`config.mk`:
```
export PLATFORM = sky130hd
export DESIGN_NAME = led_matrix_scan_flat
export DESIGN_NICKNAME = d
export VERILOG_FILES = /design/src/rtl/led_matrix_scan_if.sv /design/src/rtl/led_matrix_scan.sv /design/src/flat_wrapper.sv
export SDC_FILE = /design/constraint.sdc
export NUM_CORES = 1
export LEC_CHECK = 0
export CORE_UTILIZATION = 45
export CTS_BUF_LIST = sky130_fd_sc_hd__clkbuf_4 sky130_fd_sc_hd__clkbuf_8
export CTS_CLUSTER_SIZE = 28
export DETAILED_ROUTE_END_ITERATION = 8
export PLACE_DENSITY = 0.66
export SYNTH_ARGS = -nofsm -noshare
export SYNTH_HDL_FRONTEND = slang
export SYNTH_SLANG_ARGS = --single-unit
```
`constraint.sdc`:
```
create_clock -name clk -period 3.5 [get_ports clk]
set_input_delay 0.35 -clock clk [delete_from_list [all_inputs] [get_ports clk]]
set_output_delay 0.35 -clock clk [all_outputs]
set_load 0.03 [all_outputs]
```
`src/rtl/led_matrix_scan_if.sv`:
```
// ============================================================================
// Module      : led_matrix_scan_if
// Description : Frame-load valid/ready channel for the LED matrix scanner.
// Revision    : 1.0 - initial release
// ============================================================================
`default_nettype none
`timescale 1ns/1ps

interface led_matrix_scan_if;
  logic [31:0] fb_data;
  logic        fb_valid;
  logic        fb_ready;

  modport master (output fb_data, output fb_valid, input fb_ready);
  modport slave  (input fb_data, input fb_valid, output fb_ready);
endinterface

`default_nettype wire

```
`src/rtl/led_matrix_scan.sv`:
```
// ============================================================================
// Module      : led_matrix_scan
// Description : 8x4 active-low LED matrix scanner with blanking and
//               tear-free double-buffered frame loading.
//               Optional macro LED_SCAN_PWM_EN adds 4-bit brightness PWM.
// Revision    : 1.0 - initial release
// ============================================================================
`default_nettype none
`timescale 1ns/1ps

module led_matrix_scan #(
  parameter int COL_TICKS   = 12000,
  parameter int BLANK_TICKS = 60
) (
  input  logic              clk,
  input  logic              rst_n,
  led_matrix_scan_if.slave  fb,
`ifdef LED_SCAN_PWM_EN
  input  logic [3:0]        bright,
`endif
  output logic [7:0]        led,
  output logic [3:0]        lcol,
  output logic              frame_start
);

  localparam int c_max_ticks = (COL_TICKS > BLANK_TICKS) ? COL_TICKS : BLANK_TICKS;
  localparam int c_tw        = (c_max_ticks > 1) ? $clog2(c_max_ticks) : 1;
  localparam logic [c_tw-1:0] c_col_last   = c_tw'(COL_TICKS - 1);
  localparam logic [c_tw-1:0] c_blank_last = c_tw'((BLANK_TICKS > 0) ? BLANK_TICKS - 1 : 0);

  typedef enum logic [0:0] {
    ST_BLANK = 1'b0,
    ST_DRIVE = 1'b1
  } state_t;

  state_t          r_state, w_state_n;
  logic [c_tw-1:0] r_tick, w_tick_n;
  logic [1:0]      r_col, w_col_n;
  logic [31:0]     r_active, r_pend, w_active_n;
  logic            r_pend_full;
  logic            w_boundary, w_swap, w_xfer;
  logic [7:0]      w_led_n;
  logic [3:0]      w_lcol_n;
  logic            w_fs_n;
`ifdef LED_SCAN_PWM_EN
  logic [3:0]      r_phase, w_phase_n;
  logic [3:0]      r_bright_q, w_bright_n;
`endif

  assign fb.fb_ready = !r_pend_full;
  assign w_xfer      = fb.fb_valid && !r_pend_full;

  always_comb begin
    w_state_n  = r_state;
    w_tick_n   = r_tick + 1'b1;
    w_col_n    = r_col;
    w_boundary = 1'b0;
    case (r_state)
      ST_BLANK: begin
        if (BLANK_TICKS == 0 || r_tick == c_blank_last) begin
          w_state_n = ST_DRIVE;
          w_tick_n  = '0;
        end
      end
      ST_DRIVE: begin
        if (r_tick == c_col_last) begin
          w_tick_n   = '0;
          w_col_n    = r_col + 2'd1;
          w_boundary = (r_col == 2'd3);
          w_state_n  = (BLANK_TICKS == 0) ? ST_DRIVE : ST_BLANK;
        end
      end
      default: begin
        w_state_n = ST_BLANK;
        w_tick_n  = '0;
      end
    endcase

    // The swap is folded into the output path so column 0 of the new frame
    // already shows the new image even when there is no blanking gap.
    w_swap     = w_boundary && r_pend_full;
    w_active_n = w_swap ? r_pend : r_active;

    w_led_n  = 8'hFF;
    w_lcol_n = 4'hF;
    w_fs_n   = 1'b0;
    if (w_state_n == ST_DRIVE) begin
      w_lcol_n = ~(4'b0001 << w_col_n);
      w_led_n  = ~w_active_n[8*w_col_n +: 8];
      w_fs_n   = (w_col_n == 2'd0) && (w_tick_n == '0);
    end

`ifdef LED_SCAN_PWM_EN
    w_bright_n = w_boundary ? bright : r_bright_q;
    w_phase_n  = (w_state_n == ST_DRIVE && w_tick_n != '0) ? r_phase + 4'd1 : 4'd0;
    if (w_phase_n >= w_bright_n) begin
      w_led_n = 8'hFF;
    end
`endif
  end

  always_ff @(posedge clk or negedge rst_n) begin
    if (!rst_n) begin
      r_state     <= ST_BLANK;
      r_tick      <= '0;
      r_col       <= 2'd0;
      r_active    <= 32'd0;
      r_pend      <= 32'd0;
      r_pend_full <= 1'b0;
      led         <= 8'hFF;
      lcol        <= 4'hF;
      frame_start <= 1'b0;
`ifdef LED_SCAN_PWM_EN
      r_phase     <= 4'd0;
      r_bright_q  <= 4'hF;
`endif
    end else begin
      r_state     <= w_state_n;
      r_tick      <= w_tick_n;
      r_col       <= w_col_n;
      r_active    <= w_active_n;
      led         <= w_led_n;
      lcol        <= w_lcol_n;
      frame_start <= w_fs_n;
`ifdef LED_SCAN_PWM_EN
      r_phase     <= w_phase_n;
      r_bright_q  <= w_bright_n;
`endif
      // ready is low whenever a swap is possible, so the two never coincide
      if (w_swap) begin
        r_pend_full <= 1'b0;
      end else if (w_xfer) begin
        r_pend      <= fb.fb_data;
        r_pend_full <= 1'b1;
      end
    end
  end

endmodule

`default_nettype wire

```
`src/flat_wrapper.sv`:
```
// flat-port wrapper written by rule: the top's interface ports become plain ports
module led_matrix_scan_flat 
#(
  parameter int COL_TICKS   = 12000,
  parameter int BLANK_TICKS = 60
)
  (clk, rst_n, led, lcol, frame_start, fb_fb_data, fb_fb_valid, fb_fb_ready);
  led_matrix_scan_if fb_i ();
  input  logic clk;
  input  logic rst_n;
  output logic [7:0] led;
  output logic [3:0] lcol;
  output logic frame_start;
  input wire logic [$bits(fb_i.fb_data)-1:0] fb_fb_data;
  input wire logic [$bits(fb_i.fb_valid)-1:0] fb_fb_valid;
  output wire logic [$bits(fb_i.fb_ready)-1:0] fb_fb_ready;
  assign fb_i.fb_data = fb_fb_data;
  assign fb_i.fb_valid = fb_fb_valid;
  assign fb_fb_ready = fb_i.fb_ready;
  led_matrix_scan #(.COL_TICKS(COL_TICKS), .BLANK_TICKS(BLANK_TICKS)) u_core (.clk(clk), .rst_n(rst_n), .fb(fb_i), .led(led), .lcol(lcol), .frame_start(frame_start));
endmodule
```
==> metrics.yaml, run 1 <==
critical_path:
  critPathSlowestCell: "nor2b_2"
  crit_chain: "ha_1 > nand3_2 > nor4_4 > nor2b_2 > buf_4 > o22ai_1 > mux2i_1 > a32oi_1"
  crit_path_start_kind: "register"
  cp.required_ns: 3.78
  worst-path-buf-inv: 1
  crit_path_max_fanout: 22
  r2r-end: "u_core.led[6]$_DFF_PN1_"
  end_kind: "register"
  ff2ff_path_depth: 8
  r2r-start: "u_core.r_tick[0]$_DFF_PN0_"
  cp_top_family: "simple AND/OR/NAND/NOR gates"
  worstPathArrival_ns: 2.85
  crit_type: "reg -> reg"
  slowest_delay_ns: 0.52
  path_depth: 8
  r2r_slack_ns: 0.92
timing:
  worst_pin_slew_ns: 1.028
  tns_ns: 0
  fin_skew_ns: 0.01613
  setup_violations: 0
  period_needed_ns: 2.575
  fmax_mhz: 388.3
  relSlewSlack_pct: 31.46
  fin_crit_sh_pct: 73.57
  report.final.slew_viol_count: 0
  hold_viol: 0
  grt_setup_unrepaired: "no"
clock_network:
  clock_sinks: 95
  htreeDepth: 3
  cts-resized-gates: 0
  cts_tree: "done"
  cts.clk_slew.worst_paths_ns: 0.10
  cts.hold.buffers_added: 0
  root_buffer: "clkbuf_8"
  worstSkewPairLatency_ns: 0.38
  cts-buffers-inserted: 9
  post-cts-setup-buffers: 0
  clock_path_buffers: 2
synth:
  synthDistinctLibCells: 41
  synth.avg_cell_area_um2: 12.58
  syn_area_mm2: 0.004340
  ys_warn_count: 0
  synth_seq_cells: 95
  syn_nets: 382
  yosysSeqAreaShare_pct: 55.12
  synthCells: 345
die:
  core_mm2: 0.009284
  die_x_um: 100.2
  io_pins: 49
  rows: 35
  die_area_mm2: 0.01004
  die_h_um: 100.2
  start_util_pct: 46.75
placed_design:
  placed_cells_incl_taps: 503
  portBuffers: 48
  gp_congestion: 0.8597
  dpl.hpwl_um: 5776
cells_and_area:
  fill_cells: 813
  final_cell_mix: "dfrtp_1 (83), mux2_2 (68), clkdlybuf4s50_1 (47), o22ai_1 (31), nor2_1 (15)"
  layout.nets: 422
  syn2layout_area_growth_pct: 17.79
  antenna_cells: 0
  postLayoutCoreUtil_pct: 55.07
  final_cell_count_no_fill: 519
  drive_above_1_share_pct: 28.72
  mostFrequentLayoutCell: "dfrtp_1"
global_route:
  grtUsageTotal_pct: 18.09
  use_met1_pct: 25.43
  grt.overflow.total: 0
  grt_use_met3_pct: 3.273
  grt_max_degree: 85
  busiest_layer: "met2"
  gr-usage-met2_pct: 27.87
  grt_pass1_wl_um: 13900
  grt_pass1_vias: 2727
  antenna_found_initial: 0
drt:
  wl_um: 8508
  ant_nets: 0
  viasPerCell: 5.314
  routedWlPerCell_um: 16.39
  dr.first_iter.drc_count: 82
  firstDrtPassIters: 4
  vias: 2758
  route.detailed.drc: 0
min_path:
  hold_path_class: "in -> async"
flow_run:
  maxCapViolCount: 0
power_and_ir_drop:
  cellPowerDensity_mw_per_mm2: 394.3
  power_uw: 2016
  p_leak_uw: 0.002176
  peakVddDrop_mv: 0.2549
run_status:
  status: "finished clean"
-- sequential cells by signal, indices dropped and copies added, names as in the netlist --
name / flops
u_core.r_col: 2
u_core.r_active: 32
u_core.lcol: 4
u_core.frame_start: 1
u_core.led: 8
u_core.r_state: 1
u_core.r_pend_full: 1
u_core.r_pend: 32
u_core.r_tick: 14
-- where the power goes --
part / switching, µW / internal (µW)
clock network: 397 / 343
registers: 26.2 / 1150
logic: 36.2 / 68.0
-- cells in the mapped netlist --
cell,instances,area share (%)
nand4bb_1,1,0.26
nand4_1,5,0.72
a32oi_1,1,0.20
dfstp_2,12,7.3
nor4_4,2,0.98
nand3b_1,1,0.17
nor2b_1,6,0.86
nor2_1,15,1.3
o31ai_1,1,0.17
dfrtp_1,83,48
o22ai_1,31,4.5
nor3b_1,1,0.17
buf_1,4,0.35
mux2i_1,14,3.2
a2bb2oi_1,1,0.20
a21bo_2,1,0.23
or2_1,1,0.14
nor3_1,6,0.69
inv_1,3,0.26
and3_1,2,0.29
a2111oi_0,1,0.20
or3_1,1,0.14
nand4_2,1,0.29
o21ai_0,1,0.12
nand2b_1,6,0.86
nand2_1,13,1.1
a21oi_1,2,0.23
nand3_1,7,0.81
buf_6,1,0.26
o21a_1,1,0.17
nand3_2,3,0.69
ha_1,2,0.58
mux2_2,68,18
and2_1,3,0.43
nor4_1,3,0.43
xor2_1,7,1.4
buf_2,13,1.5
and4b_1,1,0.23
xnor2_1,7,1.4
a22oi_1,6,1.0
clkbuf_1,7,0.61
-- worst max-delay path by stage --
stage / start / end
after floorplan: u_core.r_tick[0]$_DFF_PN0_ / u_core.led[4]$_DFF_PN1_
after global placement: u_core.r_tick[0]$_DFF_PN0_ / u_core.led[6]$_DFF_PN1_
after detailed placement: u_core.r_tick[0]$_DFF_PN0_ / u_core.led[6]$_DFF_PN1_
after CTS: u_core.r_tick[0]$_DFF_PN0_ / u_core.led[6]$_DFF_PN1_
after global routing: u_core.r_tick[1]$_DFF_PN0_ / u_core.led[6]$_DFF_PN1_
final: u_core.r_tick[0]$_DFF_PN0_ / u_core.led[6]$_DFF_PN1_
-- through the flow --
stage / area, µm² / hold slack [ns] / setup WS [ns]
2_1_floorplan: 4340 / 0.05441 / 1.524
3_3_place_gp: 4912 / 0.4770 / 1.083
3_5_place_dp: 4912 / 0.4894 / 0.9843
4_1_cts: 5112 / 0.2016 / 0.9699
5_1_grt: 5112 / 0.2560 / 0.7456
6_report: 5112 / 0.1486 / 0.9250
-- area by class of cell --
class	instances	area, µm²	area share (%)
Clock inverter	6	68.82	1.346
Multi-Input combinational cell	222	1824	35.68
Clock buffer	10	131.4	2.570
Sequential cell	95	2392	46.79
Tap cell	129	161.4	3.157
Inverter	3	11.26	0.2203
Timing Repair Buffer	54	523.0	10.23
-- routing by layer --
layer | routed length (µm) | vias to the layer above | share of wire (%)
li1 | - | 1330 | -
met2 | 3882 | 58 | 46
met4 | 147 | 0 | 1.7
met1 | 4227 | 1357 | 50
met5 | 0 | - | 0
met3 | 251 | 13 | 3.0
-- logic make-up (layout without fill, tap and decap cells) --
logic type / Yosys count / count (layout) / share of synthesized area, %
xor+xnor: 14 / 14 / 2.825
fa+ha+maj: 2 / 2 / 0.5764
buf+inv: 28 / 73 / 2.969
flops: 95 / 95 / 55.12
compound gates: 46 / 46 / 7.034
simple gates: 78 / 78 / 10.61
mux: 82 / 82 / 20.87
No activity file was read; power rests on OpenSTA's default activity.
==> run 2: changes to the inputs <==
clock period = 2.6 ns   (was 3.5 ns; I/O delays follow)
==> run 2 against run 1 <==
Cell count up 0.96%. Global-route usage down 0.16 points. Combinational power up 38%. Hold slack better by 0.30 ns. Via count up 2.0%. Maximum frequency up 10%. Routed wire length down 3.5%. Non-clock buffer count up 5. Critical path type unchanged. Largest power group unchanged.
==> metrics.yaml, run 2 (synthesis gave the netlist of run 1 again) <==
flow_run:
  maxCapViolCount: 0  # unchanged
run_status:
  status: "finished clean"
drt:
  ant_nets: 0  # unchanged
  route.detailed.drc: 0  # unchanged
  vias: 2813  # +2.0%
  dr.first_iter.drc_count: 89  # +8.5%
  wl_um: 8212  # -3.5%
  firstDrtPassIters: 4  # unchanged
  routedWlPerCell_um: 15.67  # -4.4%
  viasPerCell: 5.368  # +1.0%
critical_path:
  crit_path_max_fanout: 12  # -45%
  cp.required_ns: 2.89  # -0.89 ns
  crit_type: "reg -> reg"
  crit_path_start_kind: "register"
  critPathLaunch: "u_core.r_tick[0]$_DFF_PN0_"
  end_kind: "register"
  r2r_slack_ns: 0.26  # -0.66 ns
  ff2ff_path_depth: 8  # unchanged
  r2r-end: "u_core.led[6]$_DFF_PN1_"
  r2r-start: "u_core.r_tick[0]$_DFF_PN0_"
  crit_end: "u_core.led[6]$_DFF_PN1_"
  worstPathArrival_ns: 2.63  # -0.22 ns
timing:
  fin_skew_ns: 0.01208  # -0.004049 ns
  report.final.slew_viol_count: 0  # unchanged
  relSlewSlack_pct: 57.08  # +26 points
  grt_setup_unrepaired: "no"
  hold-worst-slack_ns: 0.4522  # +0.3037 ns
  fin_ws_ns: 0.2610  # -0.6640 ns
  fin_crit_sh_pct: 89.96  # +16 points
  period_needed_ns: 2.339  # -0.2360 ns
  fmax_mhz: 427.5  # +10%
  hold_viol: 0  # unchanged
  setup_violations: 0  # unchanged
  tns_ns: 0  # unchanged
  worst_pin_slew_ns: 0.6438  # -0.3843 ns
global_route:
  grt_pass1_wl_um: 14010  # +0.79%
  antenna_found_initial: 0  # unchanged
  grtUsageTotal_pct: 17.92  # -0.16 points
  grt_pass1_vias: 2691  # -1.3%
  grt.overflow.total: 0  # unchanged
  grt_max_degree: 51  # -40%
cells_and_area:
  antenna_cells: 0  # unchanged
  final_cell_mix: "dfrtp_1 (83), mux2_2 (68), clkdlybuf4s50_1 (47), o22ai_1 (31), nor2_1 (15)"
  top_regs: "u_core.r_active x32, u_core.r_pend x32, u_core.r_tick x14"
  layout.nets: 427  # +1.2%
  syn2layout_area_growth_pct: 19.52
  mostFrequentLayoutCell: "dfrtp_1"
  final_cell_area_mm2: 0.005187  # +1.5%
  drive_above_1_share_pct: 29.37  # +0.65 points
min_path:
  hold_path_class: "in -> async"
placed_design:
  dpl_cell_area_mm2: 0.004955  # +0.87%
  dpl.hpwl_um: 5583  # -3.3%
  place_ws_ns: 0.2988  # -0.6855 ns
  portBuffers: 48  # unchanged
  gp_congestion: 0.8566  # -0.36%
clock_network:
  root_buffer: "clkbuf_8"
  cts.clk_slew.worst_paths_ns: 0.10  # about the same
  cts-resized-gates: 0  # unchanged
  post-cts-setup-buffers: 0  # unchanged
  cts.hold.buffers_added: 1  # +1
  cts-buffers-inserted: 9  # unchanged
  clock_path_buffers: 2  # unchanged
  cts_tree: "done"
  htreeDepth: 3  # unchanged
  clock_sinks: 95  # unchanged
  worstSkewPairLatency_ns: 0.37  # about the same
power_and_ir_drop:
  seq_power_share_pct: 55.8  # -2.3 points
  p_leak_uw: 0.002218  # +1.9%
  combPwrFrac_pct: 5.1  # about the same
  switching_share_pct: 22.18  # -0.59 points
  clkPwrFrac_pct: 39.1  # +2.4 points
  internal_power_uw: 2198  # +41%
  switchingPower_uw: 626.7  # +36%
  peakVddDrop_mv: 0.3301  # +30%
  cellPowerDensity_mw_per_mm2: 544.6  # +38%
die:
  die_x_um: 100.2  # unchanged
  rows: 35  # unchanged
  die_h_um: 100.2  # unchanged
  start_util_pct: 46.75  # unchanged
  core_mm2: 0.009284  # unchanged
  io_pins: 49  # unchanged
  die_area_mm2: 0.01004  # unchanged
[run 2: changes by cell type in the layout (fill, tap and decap cells not counted)]
| cell | change |
|---|---|
| buf_4 | +3 |
| inv_6 | +1 |
| clkinv_4 | -1 |
| dlygate4sd3_1 | +1 |
| buf_12 | +1 |
| bufinv_16 | +1 |
| clkinvlp_4 | -1 |
[run 2: area by class of cell]
class | count | area, µm²
fill | 824 | 4096
sequential | 95 | 2392
multi-input combinational | 222 | 1824
timing repair buffer | 59 | 575.6
tap | 129 | 161.4
clock buffer | 10 | 131.4
clock inverter | 6 | 91.34
inverter | 3 | 11.26
[run 2: worst min-delay path by stage]
stage / startpoint / end / slack, ns / cells after the start
floorplan: rst_n / u_core.frame_start$_DFF_PN0_ / -0.04 / 0
global placement: rst_n / u_core.r_tick[6]$_DFF_PN0_ / 0.32 / 1
detailed placement: rst_n / u_core.r_tick[6]$_DFF_PN0_ / 0.33 / 1
CTS: rst_n / u_core.r_tick[10]$_DFF_PN0_ / 0.48 / 2
global route: fb_fb_data[10] / u_core.r_pend[10]$_DFFE_PN0P_ / 0.50 / 2
finish: rst_n / u_core.r_tick[6]$_DFF_PN0_ / 0.45 / 2
[run 2: per-stage QoR]
| stage | total power (µW) | util, % | instances |
|---|---|---|---|
| floorplan | 1648 | - | 345 |
| global placement | 1746 | 53.37 | 507 |
| detailed placement | 1753 | 53.37 | 507 |
| CTS | 2855 | 55.88 | 524 |
| global route | 2933 | 55.88 | 524 |
| finish | 2825 | 55.88 | 524 |
[run 2: power groups by stage]
stage | clock network, µW | registers (µW) | logic [µW]
finish | 1110 | 1580 | 143
global route | 1190 | 1590 | 160
detailed placement | 0 | 1610 | 146
global placement | 0 | 1600 | 142
floorplan | 0 | 1590 | 56.8
CTS | 1130 | 1580 | 147
[run 2: worst max-delay path: stages (launching register included)]
cell and delay (ns):
dfrtp_1 0.41, ha_1 0.27, nand3_2 0.14, nor4_4 0.36, nand4_2 0.33, buf_4 0.30, nor3b_1 0.20, nor3_1 0.07
a32oi_1 0.19
[run 2: routing by layer]
metal	wire length, µm	global-route usage (%)	part of all wire [%]
met5	0	0	0
met4	140	7.023	1.7
met3	211	2.716	2.6
met2	3698	26.55	45
met1	4161	26.47	51
